[src/rtl/bin_to_bcd_pkg.sv]
// Shared definitions for the binary-to-BCD converter: FSM states and
// decimal-range constants used by the converter and its nibble corrector.
package bin_to_bcd_pkg;

    typedef enum logic {
        IDLE  = 1'b0,
        SHIFT = 1'b1
    } state_e;

    // Largest value representable on the 4-digit display
    localparam int unsigned MAX_DEC = 9999;

    // Digit shown on every position when the value does not fit
    localparam logic [3:0] BCD_OVF_DIGIT = 4'hF;

    // Width of the BCD accumulation field (four nibbles)
    localparam int unsigned BCD_W = 16;

    // Width of one BCD digit
    localparam int unsigned DIGIT_W = 4;

endpackage : bin_to_bcd_pkg

[src/rtl/bcd_add3.sv]
// Combinational double-dabble nibble correction: a digit of 5 or more gets 3
// added so that the following left shift carries into the next decimal place.
//   in_i  : BCD digit before correction
//   out_o : corrected digit
module bcd_add3
    import bin_to_bcd_pkg::*;
(
    input  logic [DIGIT_W-1:0] in_i,
    output logic [DIGIT_W-1:0] out_o
);

    always_comb begin
        out_o = in_i;
        if (in_i >= DIGIT_W'(5)) begin
            out_o = in_i + DIGIT_W'(3);
        end
    end

endmodule : bcd_add3

[src/rtl/bin_to_bcd_4digit.sv]
// Iterative binary-to-BCD converter feeding a 4-digit seven-segment display.
// One bit is consumed per clock; the four digit outputs and the overflow flag
// update together on the final shift so the display never sees a partial value.
//   clk, rst_n       : clock, asynchronous active-low reset
//   bin_in, start    : value to convert, accepted on start while not busy
//   busy             : conversion in progress
//   done             : one-cycle pulse when bcd0..bcd3 / ovf have just updated
//   ovf              : last converted value exceeded 9999 (digits show F)
//   bcd0..bcd3       : ones, tens, hundreds, thousands digits
module bin_to_bcd_4digit
    import bin_to_bcd_pkg::*;
#(
    parameter int unsigned BIN_W = 14
) (
    input  logic             clk,
    input  logic             rst_n,
    input  logic [BIN_W-1:0] bin_in,
    input  logic             start,
    output logic             busy,
    output logic             done,
    output logic             ovf,
    output logic [3:0]       bcd0,
    output logic [3:0]       bcd1,
    output logic [3:0]       bcd2,
    output logic [3:0]       bcd3
);

    localparam int unsigned SR_W  = BCD_W + BIN_W;
    localparam int unsigned CNT_W = (BIN_W > 1) ? $clog2(BIN_W) : 1;

    state_e             state_q;
    logic [SR_W-1:0]    sr_q;
    logic [SR_W-1:0]    sr_d;
    logic [CNT_W-1:0]   cnt_q;
    logic               ovf_flag_q;
    logic [BCD_W-1:0]   bcd_adj;
    logic [BCD_W-1:0]   bcd_next;

    logic               busy_q;
    logic               done_q;
    logic               ovf_q;
    logic [DIGIT_W-1:0] bcd0_q;
    logic [DIGIT_W-1:0] bcd1_q;
    logic [DIGIT_W-1:0] bcd2_q;
    logic [DIGIT_W-1:0] bcd3_q;

    // Correct all four digits in parallel ahead of the shift
    for (genvar g = 0; g < 4; g++) begin : g_add3
        bcd_add3 u_add3 (
            .in_i  (sr_q[BIN_W + DIGIT_W*g +: DIGIT_W]),
            .out_o (bcd_adj[DIGIT_W*g +: DIGIT_W])
        );
    end

    // Shift the corrected {bcd,bin} register left by one; the top BCD bit is
    // only lost for values that are flagged as overflow anyway
    assign sr_d     = {bcd_adj[BCD_W-2:0], sr_q[BIN_W-1:0], 1'b0};
    assign bcd_next = sr_d[SR_W-1 -: BCD_W];

    // Control FSM, shift datapath and output registers
    always_ff @(posedge clk or negedge rst_n) begin
        if (!rst_n) begin
            state_q    <= IDLE;
            sr_q       <= '0;
            cnt_q      <= '0;
            ovf_flag_q <= 1'b0;
            busy_q     <= 1'b0;
            done_q     <= 1'b0;
            ovf_q      <= 1'b0;
            bcd0_q     <= '0;
            bcd1_q     <= '0;
            bcd2_q     <= '0;
            bcd3_q     <= '0;
        end else begin
            done_q <= 1'b0;
            unique case (state_q)
                IDLE: begin
                    if (start) begin
                        sr_q       <= {BCD_W'(0), bin_in};
                        cnt_q      <= CNT_W'(BIN_W - 1);
                        ovf_flag_q <= (32'(bin_in) > MAX_DEC);
                        busy_q     <= 1'b1;
                        state_q    <= SHIFT;
                    end
                end
                SHIFT: begin
                    sr_q  <= sr_d;
                    cnt_q <= cnt_q - CNT_W'(1);
                    if (cnt_q == '0) begin
                        if (ovf_flag_q) begin
                            bcd0_q <= BCD_OVF_DIGIT;
                            bcd1_q <= BCD_OVF_DIGIT;
                            bcd2_q <= BCD_OVF_DIGIT;
                            bcd3_q <= BCD_OVF_DIGIT;
                        end else begin
                            bcd0_q <= bcd_next[ 3: 0];
                            bcd1_q <= bcd_next[ 7: 4];
                            bcd2_q <= bcd_next[11: 8];
                            bcd3_q <= bcd_next[15:12];
                        end
                        ovf_q   <= ovf_flag_q;
                        done_q  <= 1'b1;
                        busy_q  <= 1'b0;
                        state_q <= IDLE;
                    end
                end
                default: state_q <= IDLE;
            endcase
        end
    end

    assign busy = busy_q;
    assign done = done_q;
    assign ovf  = ovf_q;
    assign bcd0 = bcd0_q;
    assign bcd1 = bcd1_q;
    assign bcd2 = bcd2_q;
    assign bcd3 = bcd3_q;

endmodule : bin_to_bcd_4digit

[config.mk]
export PLATFORM = sky130hd
export DESIGN_NAME = bin_to_bcd_4digit
export DESIGN_NICKNAME = d
export VERILOG_FILES = /design/src/rtl/bin_to_bcd_pkg.sv /design/src/rtl/bcd_add3.sv /design/src/rtl/bin_to_bcd_4digit.sv
export SDC_FILE = /design/constraint.sdc
export NUM_CORES = 1
export LEC_CHECK = 0
export ABC_AREA = 1
export CORE_UTILIZATION = 55
export CTS_BUF_LIST = sky130_fd_sc_hd__clkbuf_4
export DETAILED_ROUTE_END_ITERATION = 8
export PLACE_DENSITY = 0.88
export SYNTH_ARGS = -nofsm -noshare
export SYNTH_HDL_FRONTEND = slang
export SYNTH_HIERARCHICAL = 1
export SYNTH_SLANG_ARGS = --single-unit
[constraint.sdc]
create_clock -name clk -period 3.8 [get_ports clk]
set_input_delay 0.76 -clock clk [delete_from_list [all_inputs] [get_ports clk]]
set_output_delay 0.76 -clock clk [all_outputs]
set_load 0.1 [all_outputs]
* After elaboration in Yosys (flattened, before gate mapping)
Index checks and enable logic that the tools add are counted.
** Operators by class
- Add/sub/neg operators :: 5
- $lt $le $gt $ge :: 5
- Equality and inequality tests :: 2
- Multiplexer cells :: 20
- Bitwise logic cells :: 1
- Reduce and logical (&&, ||, !) cells :: 4
** Operator list (number)
- $pmux 30 s2 :: 1
- $mux 4 :: 8
- $mux 30 :: 1
- $ge 4x3->1 const B :: 4
- $gt 14x14->1 const B :: 1
- $add 4x2->4 const B :: 3
- $pmux 4 s2 :: 1
- $mux 1 :: 6
- $reduce_and 2->1 :: 3
- $logic_not 4->1 :: 1
- $pmux 1 s2 :: 2
- $sub 4x1->4 const B :: 1
- $add 3x2->3 const B :: 1
- $mux 3 :: 1
- $ne 2x1->1 const B :: 1
- $ne 2x2->1 const B :: 1
- $not 1->1 :: 1
** Word-level totals
- Register bits :: 55
- Input port bits :: 17
- Output and inout bits :: 19
- Word-level logic and storage cells :: 48

* Depth between registers and ports, before layout
- Depth in word-level cells :: 3
- Gate-level depth with buffers :: 9
- Gate-level depth less buffers :: 9

* Modules after synthesis
Netlist, hierarchy kept.
** Modules (own cells, without submodules)
- bin_to_bcd_4digit :: times used 1, cells each 228, area an instance 2319.7 um^2, sequential area each 1376.3 um^2
- bcd_add3 :: times used 4, cells each 23, area an instance 135.1 um^2, sequential area each 0.0 um^2

* Least setup slack after synthesis
No wires, ideal clock.
- Path kind :: reg-to-output
- From :: reg busy_q (netlist: busy)
- To :: out busy
- Arrival :: 913 ps
- Data required time :: 3040 ps
- Slack :: 2127 ps
- Cell stages (with the launch flop) :: 1
- Buffers on the path :: 0
- Path through :: dfrtp_1
** RTL lines
- start: declaration :: line bin_to_bcd_4digit.sv:39 : logic busy_q;
- start signal: assignment :: line bin_to_bcd_4digit.sv:67 : busy_q <= 1'b0;
- start signal: assignment :: line bin_to_bcd_4digit.sv:82 : busy_q <= 1'b1;
- start signal: assignment :: line bin_to_bcd_4digit.sv:103 : busy_q <= 1'b0;
- end: declaration :: line bin_to_bcd_4digit.sv:19 : output logic busy,
No word-level cell between the ends.

* Worst setup path after layout
- From :: reg busy_q (netlist: busy)
- To :: out busy
No word-level cell between the ends.

==> results.sh <==
export IMPL_outcome="finished, final reports clean"
export IMPL_initial_core_util_pct=58.45
export IMPL_seq_area_sq_mm=0.001376
export IMPL_rsz0062_at_grt="false"
export IMPL_cp_num_buf_inv=1
export IMPL_crit_chain="clkdlybuf4s50_1"
export IMPL_rows=25
export IMPL_nFillCells=400
export IMPL_worst_setup_path_start_kind="flip-flop"
export IMPL_insertion_delay_ps=370
export IMPL_end_kind="output pin"
export IMPL_hold_buffers=0
export IMPL_routed_wl_um=5293
export IMPL_antenna_found_initial=0
export IMPL_max_slew_margin_pct=34.88
export IMPL_drtIter0Drc=105
export IMPL_vias=2193
export IMPL_dr_pass1_iters=4
export IMPL_post_route_period_util_pct=70.35
export IMPL_grt_pass1_vias=2144
export IMPL_timing_max_cap_violations=0
export IMPL_drtAntennaViolNets=0
export IMPL_grt_overflow_total=0
export IMPL_cts_buffers=5
export IMPL_critPathTopFamily="buffers and inverters"
export IMPL_cp_required_ps=3040
export IMPL_yosysWarnings=6
export IMPL_avgSynthCellArea_sq_um=8.997
export IMPL_netlist_instances=315
export IMPL_grt_pass1_wl_um=9287
export IMPL_cp_slowest_cell="clkdlybuf4s50_1"
export IMPL_multi_input_area_sq_mm=0.001247
export IMPL_areaGrowthSynthToFinish_pct=13.64
export IMPL_final_setup_tns_ps=0
export IMPL_via_per_inst=5.323
export IMPL_core_sq_mm=0.004848
export IMPL_final_cell_mix="91 x nand2_1, 55 x dfrtp_1, 34 x nor2_1, 34 x clkdlybuf4s50_1, 21 x o21ai_2"
export IMPL_place_congestion=0.7681
export IMPL_arrival_ps=1910
export IMPL_path_clk_slew_ps=150
export IMPL_drc=0
export IMPL_clock_path_buffers=2
export IMPL_wire_per_inst_um=12.85
export IMPL_cpPeakStageDelay_ps=1140
export IMPL_fp_dieW_um=73.78
export IMPL_syn_nets=341
export IMPL_hold_viol=0
export IMPL_port_buffers=35
export IMPL_track_usage_pct=22.26
export IMPL_die_y_um=73.78
export IMPL_grt_max_degree=36
export IMPL_cts_resized=0
export IMPL_fmax_mhz=374.1
export IMPL_path_max_fanout=2
export IMPL_drv_slew=0
export IMPL_cts_root_buf="clkbuf_4"
export IMPL_clock_skew_ps=8.922
export IMPL_critical_path_class="reg -> out"
export IMPL_cts_tree="built"
export IMPL_synth_area_sq_mm=0.002834
export IMPL_hp_class="in -> async"
export IMPL_ioPinCount=36
export IMPL_layout_commonest_cell="nand2_1"
export IMPL_setup_viol=0
export IMPL_drive_gt1_share_pct=16.81
export IMPL_diodes=0
export IMPL_clock_sinks=55
export IMPL_nets=372
export IMPL_htree_levels=2
export IMPL_worst_pin_slew_ps=973.8
export IMPL_die_area_sq_mm=0.005443
export IMPL_dp_hpwl_um=3675
export IMPL_fin_crit_ps=2673
export IMPL_cts_post_setup_buffers_inserted=0
flip-flops by register name, indices dropped and copies added, names as in the netlist:
name,flops
done,1
ovf_flag_q,1
bcd1,4
bcd2,4
state_q,1
bcd0,4
sr_q,30
busy,1
ovf,1
cnt_q,4
bcd3,4
layer usage:
metal	routed length, um	vias up	track usage [%]	share of wire (%)
li1	-	1079	-	-
met1	2444	1055	26.66	46
met2	2574	53	39.76	49
met3	214	6	5.075	4.0
met4	60	0	6.624	1.1
met5	0	-	0	0
cell type report:
type,instances,share of cell area (%)
clock buffer,6,1.399
inverter,28,3.341
multi-input combinational,219,38.73
sequential,55,42.74
tap,67,2.603
timing repair buffer,37,11.19
metrics by stage:
step | instance area [sq um] | utilization [%] | std cells | worst slack [ps] | hold WS, ps
floorplan | 2834 | - | 315 | 2127 | 457.0
global placement | 3176 | 65.50 | 406 | 1558 | 464.5
detailed placement | 3176 | 65.50 | 406 | 1550 | 467.5
CTS | 3221 | 66.43 | 412 | 1115 | 457.5
global route | 3221 | 66.43 | 412 | 1078 | 477.4
finish | 3221 | 66.43 | 412 | 1127 | 443.5
worst paths after layout:
path	startpoint	endpoint	slack (ps)	depth (start not counted)
max	busy	busy	1130	1
min	rst_n	sr_q[19]	440	1
max reg2reg	cnt_q[0]	bcd1[0]	2110	5
min reg2reg	bcd0[2]	bcd0[2]	500	2
max in group asynchronous	rst_n	sr_q[28]	2580	2
min in group clk	bcd0[2]	bcd0[2]	500	2
Power is not shown: default switching activity piles up to over one toggle a cycle in this logic, so the estimate is an artifact.
